File: src/rtl/serial_manchester_tx_pkg.sv
// Shared types and default constants for the Manchester serial transmitter and its CDR bench.
// The PARITY state exists only when SERIAL_MANCHESTER_TX_PARITY_EN is defined.
package serial_manchester_pkg;

   localparam int DEF_DATA_W        = 8;
   localparam int DEF_HALF_BIT_CLKS = 4;
   localparam int LOCK_WINDOW_BITS  = 20;
   localparam int DEF_GAP_BITS      = 2;

   typedef enum logic [2:0] {
      ST_IDLE,
      ST_PREAMBLE,
      ST_DELIM,
      ST_DATA,
`ifdef SERIAL_MANCHESTER_TX_PARITY_EN
      ST_PARITY,
`endif
      ST_GAP
   } tx_state_t;

endpackage

File: src/rtl/serial_manchester_tx_halfbit_timer.sv
// Half-bit timer: strobe marks the last clk cycle of each Manchester half-bit.
// clr restarts the count so the first half-bit after acceptance is full length.
module manchester_halfbit_timer #(
   parameter int HALF_BIT_CLKS = 4
) (
   input  logic clk,
   input  logic clr,
   output logic strobe
);

   localparam int CW = $clog2(HALF_BIT_CLKS + 1);
   localparam logic [CW-1:0] LAST = CW'(HALF_BIT_CLKS - 1);

   logic [CW-1:0] cnt;

   always_ff @(posedge clk) begin
      if (clr || cnt == LAST) begin
         cnt <= '0;
      end else begin
         cnt <= cnt + CW'(1);
      end
   end

   assign strobe = (cnt == LAST);

endmodule

File: src/rtl/serial_manchester_tx.sv
// Manchester (IEEE 802.3) frame transmitter: preamble of 1s, one 0 delimiter, LSB-first payload, idle gap.
// Define SERIAL_MANCHESTER_TX_PARITY_EN to append an even-parity bit after the payload MSB.
module serial_manchester_tx
   import serial_manchester_pkg::*;
#(
   parameter int DATA_W        = DEF_DATA_W,
   parameter int HALF_BIT_CLKS = DEF_HALF_BIT_CLKS,
   parameter int PREAMBLE_BITS = LOCK_WINDOW_BITS,
   parameter int GAP_BITS      = DEF_GAP_BITS
) (
   input  logic              clk,
   input  logic              rst_n,
   input  logic [DATA_W-1:0] tx_data,
   input  logic              tx_valid,
   output logic              tx_ready,
   output logic              data_out,
   output logic              busy,
   output logic              lock_sent
);

   localparam int MAX_A    = (PREAMBLE_BITS > DATA_W) ? PREAMBLE_BITS : DATA_W;
   localparam int MAX_BITS = (MAX_A > GAP_BITS) ? MAX_A : GAP_BITS;
   localparam int CNT_W    = $clog2(MAX_BITS + 1);

   localparam logic [CNT_W-1:0] PRE_LAST  = CNT_W'(PREAMBLE_BITS - 1);
   localparam logic [CNT_W-1:0] DATA_LAST = CNT_W'(DATA_W - 1);
   localparam logic [CNT_W-1:0] GAP_LAST  = (GAP_BITS > 0) ? CNT_W'(GAP_BITS - 1) : '0;
   localparam tx_state_t        END_STATE = (GAP_BITS > 0) ? ST_GAP : ST_IDLE;

   tx_state_t         state, state_n;
   logic              half_q, half_n;
   logic [CNT_W-1:0]  bit_q, bit_n;
   logic [DATA_W-1:0] shreg_q, shreg_n;
`ifdef SERIAL_MANCHESTER_TX_PARITY_EN
   logic              parity_q, parity_n;
`endif
   logic              half_strobe, timer_clr, accept;
   logic              bit_val, on_line, line_n;
   logic              ready_n, busy_n, lock_n;

   assign accept = tx_valid & tx_ready;
   // Timer is held cleared throughout IDLE, so it starts fresh on the accepting edge.
   assign timer_clr = ~rst_n | (state == ST_IDLE);

   manchester_halfbit_timer #(
      .HALF_BIT_CLKS(HALF_BIT_CLKS)
   ) u_timer (
      .clk   (clk),
      .clr   (timer_clr),
      .strobe(half_strobe)
   );

   always_ff @(posedge clk) begin
      if (!rst_n) begin
         state     <= ST_IDLE;
         half_q    <= 1'b0;
         bit_q     <= '0;
         shreg_q   <= '0;
`ifdef SERIAL_MANCHESTER_TX_PARITY_EN
         parity_q  <= 1'b0;
`endif
         data_out  <= 1'b0;
         tx_ready  <= 1'b0;
         busy      <= 1'b0;
         lock_sent <= 1'b0;
      end else begin
         state     <= state_n;
         half_q    <= half_n;
         bit_q     <= bit_n;
         shreg_q   <= shreg_n;
`ifdef SERIAL_MANCHESTER_TX_PARITY_EN
         parity_q  <= parity_n;
`endif
         data_out  <= line_n;
         tx_ready  <= ready_n;
         busy      <= busy_n;
         lock_sent <= lock_n;
      end
   end

   always_comb begin
      state_n  = state;
      half_n   = half_q;
      bit_n    = bit_q;
      shreg_n  = shreg_q;
`ifdef SERIAL_MANCHESTER_TX_PARITY_EN
      parity_n = parity_q;
`endif
      if (state == ST_IDLE) begin
         if (accept) begin
            state_n  = ST_PREAMBLE;
            half_n   = 1'b0;
            bit_n    = '0;
            shreg_n  = tx_data;
`ifdef SERIAL_MANCHESTER_TX_PARITY_EN
            parity_n = ^tx_data;
`endif
         end
      end else if (half_strobe) begin
         half_n = ~half_q;
         if (half_q) begin
            bit_n = bit_q + CNT_W'(1);
            case (state)
               ST_PREAMBLE: if (bit_q == PRE_LAST) begin
                  state_n = ST_DELIM;
                  bit_n   = '0;
               end
               ST_DELIM: begin
                  state_n = ST_DATA;
                  bit_n   = '0;
               end
               ST_DATA: begin
                  shreg_n = shreg_q >> 1;
                  if (bit_q == DATA_LAST) begin
`ifdef SERIAL_MANCHESTER_TX_PARITY_EN
                     state_n = ST_PARITY;
`else
                     state_n = END_STATE;
`endif
                     bit_n   = '0;
                  end
               end
`ifdef SERIAL_MANCHESTER_TX_PARITY_EN
               ST_PARITY: begin
                  state_n = END_STATE;
                  bit_n   = '0;
               end
`endif
               ST_GAP: if (bit_q == GAP_LAST) begin
                  state_n = ST_IDLE;
                  bit_n   = '0;
               end
               default: state_n = ST_IDLE;
            endcase
         end
      end

      // Line level is built from next-state values so the registered output carries no extra latency.
      bit_val = 1'b0;
      on_line = 1'b0;
      case (state_n)
         ST_PREAMBLE: begin bit_val = 1'b1;       on_line = 1'b1; end
         ST_DELIM:    begin bit_val = 1'b0;       on_line = 1'b1; end
         ST_DATA:     begin bit_val = shreg_n[0]; on_line = 1'b1; end
`ifdef SERIAL_MANCHESTER_TX_PARITY_EN
         ST_PARITY:   begin bit_val = parity_n;   on_line = 1'b1; end
`endif
         default:     begin bit_val = 1'b0;       on_line = 1'b0; end
      endcase
      line_n  = on_line & (half_n ? bit_val : ~bit_val);

      ready_n = (state_n == ST_IDLE);
      busy_n  = (state_n != ST_IDLE);
      lock_n  = (state == ST_PREAMBLE) && (state_n == ST_DELIM);
   end

endmodule

File: config.mk
export PLATFORM = sky130hd
export DESIGN_NAME = serial_manchester_tx
export DESIGN_NICKNAME = d
export VERILOG_FILES = /design/src/rtl/serial_manchester_tx_pkg.sv /design/src/rtl/serial_manchester_tx_halfbit_timer.sv /design/src/rtl/serial_manchester_tx.sv
export SDC_FILE = /design/constraint.sdc
export NUM_CORES = 1
export LEC_CHECK = 0
export ABC_AREA = 1
export CORE_ASPECT_RATIO = 2
export CORE_UTILIZATION = 49
export CTS_CLUSTER_SIZE = 14
export DETAILED_ROUTE_END_ITERATION = 12
export MAX_ROUTING_LAYER = met4
export PLACE_DENSITY = 0.74
export SYNTH_ARGS = -nofsm -noshare
export SYNTH_HDL_FRONTEND = slang
export SYNTH_HIERARCHICAL = 1
export SYNTH_SLANG_ARGS = --single-unit
File: constraint.sdc
create_clock -name clk -period 1.65 [get_ports clk]
set_clock_uncertainty 0.15 [all_clocks]
set_input_delay 0.4125 -clock clk [delete_from_list [all_inputs] [get_ports clk]]
set_output_delay 0.4125 -clock clk [all_outputs]
set_load 0.005 [all_outputs]
==> results of run 1 <==
-- synth_stat cells --
library cell               count
sky130_fd_sc_hd__nor3_2        1
sky130_fd_sc_hd__o21ai_0       3
sky130_fd_sc_hd__nor2_4        2
sky130_fd_sc_hd__nand3_1      12
sky130_fd_sc_hd__nand3_2       3
sky130_fd_sc_hd__nor3_1        3
sky130_fd_sc_hd__nand4_1       1
sky130_fd_sc_hd__clkinv_4      1
sky130_fd_sc_hd__inv_1        20
sky130_fd_sc_hd__a31oi_1       7
sky130_fd_sc_hd__dfxtp_1      24
sky130_fd_sc_hd__ha_1          4
sky130_fd_sc_hd__nor4_2        1
sky130_fd_sc_hd__inv_2         7
sky130_fd_sc_hd__nor2_1       16
sky130_fd_sc_hd__o21ai_2       1
sky130_fd_sc_hd__xor2_1        1
sky130_fd_sc_hd__nand2_4       3
sky130_fd_sc_hd__nand2_1      53
sky130_fd_sc_hd__clkbuf_1      1
sky130_fd_sc_hd__o22ai_1       1
sky130_fd_sc_hd__a21oi_2       1
sky130_fd_sc_hd__nor2_2        2
sky130_fd_sc_hd__a21oi_1       5
sky130_fd_sc_hd__nand2_2      10
-- metrics by stage --
stage / setup WS, ns / hold slack, ns
after global placement: -0.176 / 0.255
after detailed placement: -0.179 / 0.273
after CTS: -0.0240 / 0.292
final: -0.0237 / 0.281
after floorplan: 0.00361 / 0.247
after global routing: -0.0835 / 0.306
-- final timing paths --
check / end / cells after the start
worst min register to register: u_timer/cnt[0] / 1
worst max-delay path: data_out / 14
worst min-delay path: u_timer/cnt[0] / 1
worst max register to register: data_out / 14
-- what timing repair did --
item	CTS	global route
pin swaps	3	11
gates resized for setup	12	23
setup endpoints to repair	17	15
buffers inserted	3	3
-- kinds of logic after synthesis --
| group | count (synthesis) |
|---|---|
| compound gates | 18 |
| fa+ha+maj | 4 |
| xor+xnor | 1 |
| buf+inv | 29 |
| flops | 24 |
| simple gates | 107 |
-- placed cells by master (no fill, tap or decap), drive strengths merged --
cell type | synthesis | layout
a21oi | 6 | 6
a31oi | 7 | 7
buf | 0 | 25
clkbuf | 1 | 3
clkdlybuf4s50 | 0 | 10
clkinv | 1 | 1
dfxtp | 24 | 24
dlygate4sd2 | 0 | 2
dlymetal6s2s | 0 | 2
ha | 4 | 4
inv | 27 | 27
nand2 | 66 | 66
nand3 | 15 | 15
nand4 | 1 | 1
nor2 | 20 | 20
nor3 | 4 | 4
nor4 | 1 | 1
o21ai | 4 | 4
o22ai | 1 | 1
xor2 | 1 | 1
-- sequential cells by signal, summed over array words and instances (netlist names), 3 cells and up --
signal	flops
state	3
bit_q	5
shreg_q	8
u_timer/cnt	3
-- area by class of cell --
| cell class | instances | area (sq um) |
|---|---|---|
| timing repair buffer | 39 | 330 |
| clock buffer | 3 | 41.3 |
| sequential | 24 | 488 |
| fill | 172 | 606 |
| tap | 27 | 33.8 |
| multi-input combinational | 130 | 795 |
| inverter | 28 | 115 |
-- per-layer routing --
| metal | global-route usage | wire length (um) | vias up |
|---|---|---|---|
| li1 | - | - | 663 |
| met1 | 0.212 | 1100 | 630 |
| met2 | 0.488 | 1880 | 30 |
| met3 | 0.0358 | 63 | 18 |
| met4 | 0.147 | 186 | 0 |
| met5 | - | 0 | - |
-- critical path, stage by stage, from the launching register on --
cell and delay [ns]:
sky130_fd_sc_hd__dfxtp_2 0.34, sky130_fd_sc_hd__ha_4 0.16, sky130_fd_sc_hd__ha_4 0.16, sky130_fd_sc_hd__nand2_4 0.09, sky130_fd_sc_hd__inv_6 0.05, sky130_fd_sc_hd__nand2_4 0.08
sky130_fd_sc_hd__clkinv_4 0.07, sky130_fd_sc_hd__nand2_4 0.06, sky130_fd_sc_hd__nand3_2 0.06, sky130_fd_sc_hd__nand2_2 0.09, sky130_fd_sc_hd__nand2_2 0.06, sky130_fd_sc_hd__nand2_1 0.05
sky130_fd_sc_hd__nand2_1 0.05, sky130_fd_sc_hd__nand2_1 0.08, sky130_fd_sc_hd__nor2_2 0.03
-- power groups by stage --
stage	clock, mW	sequential, mW	combinational, mW
finish	0.340	0.615	0.218
global route	0.365	0.618	0.236
CTS	0.348	0.613	0.197
detailed placement	0	0.626	0.199
global placement	0	0.626	0.193
floorplan	0	0.624	0.108
==> impl_metrics.py, run 1 <==
metrics = {
    "sta": {
        "period_share": 1.01,
        "grt_setup_unrepaired": "yes",
        "worst-slew-pin-transition_ns": 0.345,
        "layout_setup_ws_ns": -0.0237,
        "final_max_slew_viol_count": 0,
        "final_hold_fails": 0,
        "post-route-min-period_ns": 1.67,
        "maxClockFrequency_ghz": 0.597,
        "setup-tns-final_ns": -0.0237,
        "slew-limit-headroom": 0.770,
        "setup_viol": 1,
    },
    "worst_setup_path": {
        "cp_max_fo": 5,
        "worstPathRequired_ns": 1.66,
        "worst-endpoint-arrival_ns": 1.69,
        "crit_path_start": "u_timer/cnt[0]",
        "critical_path_class": "flip-flop to flip-flop",
        "rrSetupSlack_ns": -0.02,
        "crit-reg2reg-launch": "u_timer/cnt[0]",
        "endpoint_kind": "flip-flop",
        "start_kind": "flip-flop",
    },
    "route": {
        "drt_first_iter_violations": 19,
        "drt_wl_total_mm": 3.23,
        "ant_nets": 0,
        "firstDrtPassIters": 4,
        "route.vias.total": 1341,
        "drt_drc_violations_left": 0,
        "avgRoutedWirePerCell_um": 12.9,
        "routed_via_density": 5.34,
    },
    "clock_tree": {
        "root_buffer_selected_by_cts": "sky130_fd_sc_hd__clkbuf_8",
        "clk_pin_slew_ns": 0.08,
        "cts_tree": "yes",
        "cts_max_level": 1,
        "cts-hold-fix-buffers": 0,
        "clock_tree_buffer_depth": 2,
        "clk-insertion-delay-late_ns": 0.26,
        "cts_inserted_buffers": 3,
        "clock-sinks": 24,
    },
    "global_route": {
        "pin_count_of_the_biggest_net_entering_global_routing": 13,
        "initial_antenna_violation_count": 0,
        "grt_use_total": 0.255,
        "first_global_vias": 1323,
        "grt_first_pass_wirelength_mm": 5.11,
        "grt_overflow_total": 0,
    },
    "power": {
        "p_int_uw": 866,
        "power.sequential.fraction": 0.524,
        "power.switching_fraction": 0.262,
        "part_of_the_power_in_the_clock_network": 0.290,
        "switchingPower_uw": 307,
        "max-vdd-ir-drop_uv": 601,
        "power_density_nw_per_um2": 650,
        "leakagePower_nw": 0.859,
        "power.share.combinational": 0.186,
        "post-layout-total-power_mw": 1.17,
    },
    "die": {
        "die_width_um": 38.2,
        "core_sq_um": 2410,
        "boundary_pins": 15,
        "initial_utilization": 0.534,
        "die_area_sq_um": 2840,
        "row_count": 25,
        "fp.dieH_um": 74.4,
    },
    "yosys": {
        "synthSimpleGateAreaFrac": 0.408,
        "synthesis.nets": 198,
        "synth-compound-area-share": 0.0837,
        "synth_top_family_by_area": "simple AND/OR/NAND/NOR gates",
        "synthCells": 183,
        "yosys-top-cells-area": "sky130_fd_sc_hd__dfxtp_1 37%, sky130_fd_sc_hd__nand2_1 15%, sky130_fd_sc_hd__inv_1 5.8%",
        "synth.avg_cell_area_sq_um": 7.02,
        "synth_area_leader_cell": "sky130_fd_sc_hd__dfxtp_1",
        "synth-seq-area-share": 0.374,
        "yosys.area.top_type_share": 0.374,
        "synth_adder_area_share": 0.0389,
        "post_synth_num_cell_types": 25,
        "muxShareOfSynthArea": 0,
        "synth-seq-cells": 24,
        "syn-cell-area_sq_um": 1280,
        "synth-xor-area-share": 0.00682,
        "yosys_warnings": 6,
    },
    "run_status": {
        "violations": "setup timing",
        "status": "complete, but fails checks",
    },
    "place": {
        "post_dp_cell_area_sq_um": 1600,
        "routabilityCongestion": 0.873,
        "number_of_instances_in_the_placed_design": 242,
        "post-dp-hpwl_mm": 2.40,
        "port-buffer-count": 14,
    },
    "final_layout": {
        "antennaDiodeCount": 0,
        "post-route-util": 0.749,
        "layout-drive-gt1-share": 0.375,
        "layout.cell_area.non_filler_sq_um": 1800,
        "finalNonFillerCells": 251,
        "layout-area-overhead-vs-synth_pct": 40.3,
        "num-nets-final": 241,
    },
    "worst_hold_path": {
        "min-delay-path-class": "flip-flop to flip-flop",
        "hold_path.startpoint": "u_timer/cnt[0]",
    },
    "job": {
        "max_cap_viol_count": 0,
    },
}
Note: power is estimated with default switching activity, not from simulation.
==> run 2, diff against run 1 <==
--- a/config.mk
+++ b/config.mk
@@ -8,6 +8,7 @@
 export ABC_AREA = 1
 export CORE_ASPECT_RATIO = 2
 export CORE_UTILIZATION = 49
+export CTS_CLUSTER_DIAMETER = 120
 export CTS_CLUSTER_SIZE = 14
 export DETAILED_ROUTE_END_ITERATION = 12
 export MAX_ROUTING_LAYER = met4
==> constraint.sdc (replaced) <==
create_clock -name clk -period 1.65 [get_ports clk]
set_clock_uncertainty 0.15 [all_clocks]
set_input_delay 0.4125 -clock clk [delete_from_list [all_inputs] [get_ports clk]]
set_output_delay 0.4125 -clock clk [all_outputs]
set_load 0.05 [all_outputs]
==> run 2 against run 1 <==
Compared with the run above:
- the flow still finishes with violations (setup timing)
- power increased by 8.5%
- die area unchanged
- final cell count increased by 1.6%
- routed wire length increased by 5.6%
- hold slack improved by 0.036 ns
- non-clock buffer count increased by 3
- critical path depth unchanged
- largest cell class unchanged
- largest power group unchanged
==> impl_metrics.py, run 2 (synthesis results as in run 1) <==
metrics = {
    "global_route": {
        "grt_use_total": 0.271,
        "pin_count_of_the_biggest_net_entering_global_routing": 14,
        "first_global_vias": 1333,
        "initial_antenna_violation_count": 0,
        "grt_overflow_total": 0,
        "grt_first_pass_wirelength_mm": 5.37,
    },
    "worst_setup_path": {
        "rrSetupSlack_ns": -0.03,
        "start_kind": "flip-flop",
        "endpoint_kind": "flip-flop",
        "path_depth": 14,
        "worst-r2r-cell-count": 14,
        "worstPathRequired_ns": 1.66,
        "cp_max_fo": 5,
        "max_incr_delay_on_cp_ns": 0.34,
        "crit_path_start": "u_timer/cnt[0]",
        "critical_path.n_buffers_inverters": 2,
        "timing.critical_path.to": "data_out",
        "slowest_stage": "sky130_fd_sc_hd__dfxtp_2",
        "crit-reg2reg-launch": "u_timer/cnt[0]",
        "worst-endpoint-arrival_ns": 1.69,
        "r2r_end": "data_out",
        "path_cells": "ha_4, ha_4, nand2_4, inv_6, nand2_4, clkinv_4, nand2_4, nand3_2, nand2_2, nand2_2, nand2_1, nand2_1, nand2_1, nor2_2",
        "critical-path-top-delay-family": "simple AND/OR/NAND/NOR gates",
        "critical_path_class": "flip-flop to flip-flop",
    },
    "die": {
        "boundary_pins": 15,
        "initial_utilization": 0.534,
        "core_sq_um": 2410,
        "row_count": 25,
        "die_area_sq_um": 2840,
        "fp.dieH_um": 74.4,
        "die_width_um": 38.2,
    },
    "run_status": {
        "violations": "setup timing",
        "status": "complete, but fails checks",
    },
    "place": {
        "routabilityCongestion": 0.892,
        "post-dp-hpwl_mm": 2.44,
        "port-buffer-count": 14,
        "post_dp_cell_area_sq_um": 1640,
        "detailedPlace.worstSlack_ns": -0.204,
    },
    "sta": {
        "worst-slew-pin-transition_ns": 0.295,
        "post-route-min-period_ns": 1.68,
        "slew-limit-headroom": 0.802,
        "maxClockFrequency_ghz": 0.596,
        "layout_setup_ws_ns": -0.0275,
        "final_hold_fails": 0,
        "period_share": 1.02,
        "final_max_slew_viol_count": 0,
        "grt_setup_unrepaired": "yes",
        "setup_viol": 2,
    },
    "route": {
        "avgRoutedWirePerCell_um": 13.4,
        "drt_first_iter_violations": 49,
        "ant_nets": 0,
        "route.vias.total": 1307,
        "firstDrtPassIters": 4,
        "routed_via_density": 5.13,
        "drt_drc_violations_left": 0,
        "drt_wl_total_mm": 3.41,
    },
    "clock_tree": {
        "cts_inserted_buffers": 3,
        "clk_pin_slew_ns": 0.09,
        "root_buffer_selected_by_cts": "sky130_fd_sc_hd__clkbuf_8",
        "clock-sinks": 24,
        "cts-hold-fix-buffers": 0,
        "clock_tree_buffer_depth": 2,
        "clk-insertion-delay-late_ns": 0.27,
        "cts_tree": "yes",
        "cts_max_level": 1,
    },
    "worst_hold_path": {
        "hold_path.startpoint": "shreg_q[7]",
        "min-delay-path-class": "flip-flop to flip-flop",
    },
    "final_layout": {
        "layout_common_cells": "43 x sky130_fd_sc_hd__nand2_1, 26 x sky130_fd_sc_hd__buf_4, 18 x sky130_fd_sc_hd__dfxtp_1",
        "nFillCells": 157,
        "num-nets-final": 244,
        "layout.cell_area.non_filler_sq_um": 1920,
        "flip_flop_count_of_the_largest_register_after_layout": 8,
        "largest-register": "shreg_q",
        "antennaDiodeCount": 0,
        "layout-area-overhead-vs-synth_pct": 49.4,
        "layout.cells.most_common": "sky130_fd_sc_hd__nand2_1",
        "layout-drive-gt1-share": 0.417,
        "reg_top3": "shreg_q (8), bit_q (5)",
        "final-seq-area_sq_um": 488,
        "post-route-util": 0.797,
        "multi_input_comb_area_sq_um": 818,
    },
    "power": {
        "power_density_nw_per_um2": 663,
        "max-vdd-ir-drop_uv": 644,
        "leakagePower_nw": 0.866,
        "post-layout-total-power_mw": 1.27,
    },
    "job": {
        "max_cap_viol_count": 0,
    },
}
## run 2: timing repair
| action | 4_1_cts | 5_1_grt |
|---|---|---|
| setup endpoints to repair | 15 | 17 |
| setup buffers | 8 | 2 |
| pin swaps | 12 | 9 |
| resized for setup | 20 | 21 |
## run 2: tightest hold or removal path, stage by stage, from the launching register on
cell                      delay (ns)
sky130_fd_sc_hd__dfxtp_1        0.32
sky130_fd_sc_hd__nand2_1        0.06
sky130_fd_sc_hd__a21oi_1        0.05
## run 2: worst min path at each step
| stage | depth (start not counted) | slack, ns | end |
|---|---|---|---|
| final | 2 | 0.32 | shreg_q[7] |
| after global routing | 2 | 0.33 | shreg_q[7] |
| after CTS | 1 | 0.28 | u_timer/cnt[0] |
| after detailed placement | 1 | 0.26 | u_timer/cnt[0] |
| after global placement | 1 | 0.26 | u_timer/cnt[0] |
| after floorplan | 1 | 0.25 | u_timer/cnt[0] |
## run 2: cell type report
type	instances	area share
multi-input cells	130	0.426
repair buffers	42	0.212
clock buffers	4	0.0287
well taps	27	0.0176
flip-flops and latches	24	0.254
inverters	28	0.0613
## run 2: report_power, final
part / internal (mW) / switching, mW / leakage, nW
combinational: 0.118 / 0.138 / 0.639
sequential: 0.601 / 0.0186 / 0.198
clock: 0.213 / 0.184 / 0.0288
total: 0.932 / 0.341 / 0.866
## run 2: per-layer routing
| layer | vias to the layer above | wire, um | global-route usage |
|---|---|---|---|
| met4 | 0 | 99 | 0.147 |
| met2 | 32 | 2040 | 0.516 |
| met5 | - | 0 | - |
| met3 | 11 | 76 | 0.0358 |
| li1 | 665 | - | - |
| met1 | 599 | 1190 | 0.234 |
## run 2: stage by stage
step,hold WS (ns),setup TNS [ns],cells
2_1_floorplan,0.247,0,183
3_3_place_gp,0.256,-1.56,241
4_1_cts,0.278,-0.0307,253
6_report,0.317,-0.0313,255
3_5_place_dp,0.261,-1.94,241
5_1_grt,0.330,-0.537,255
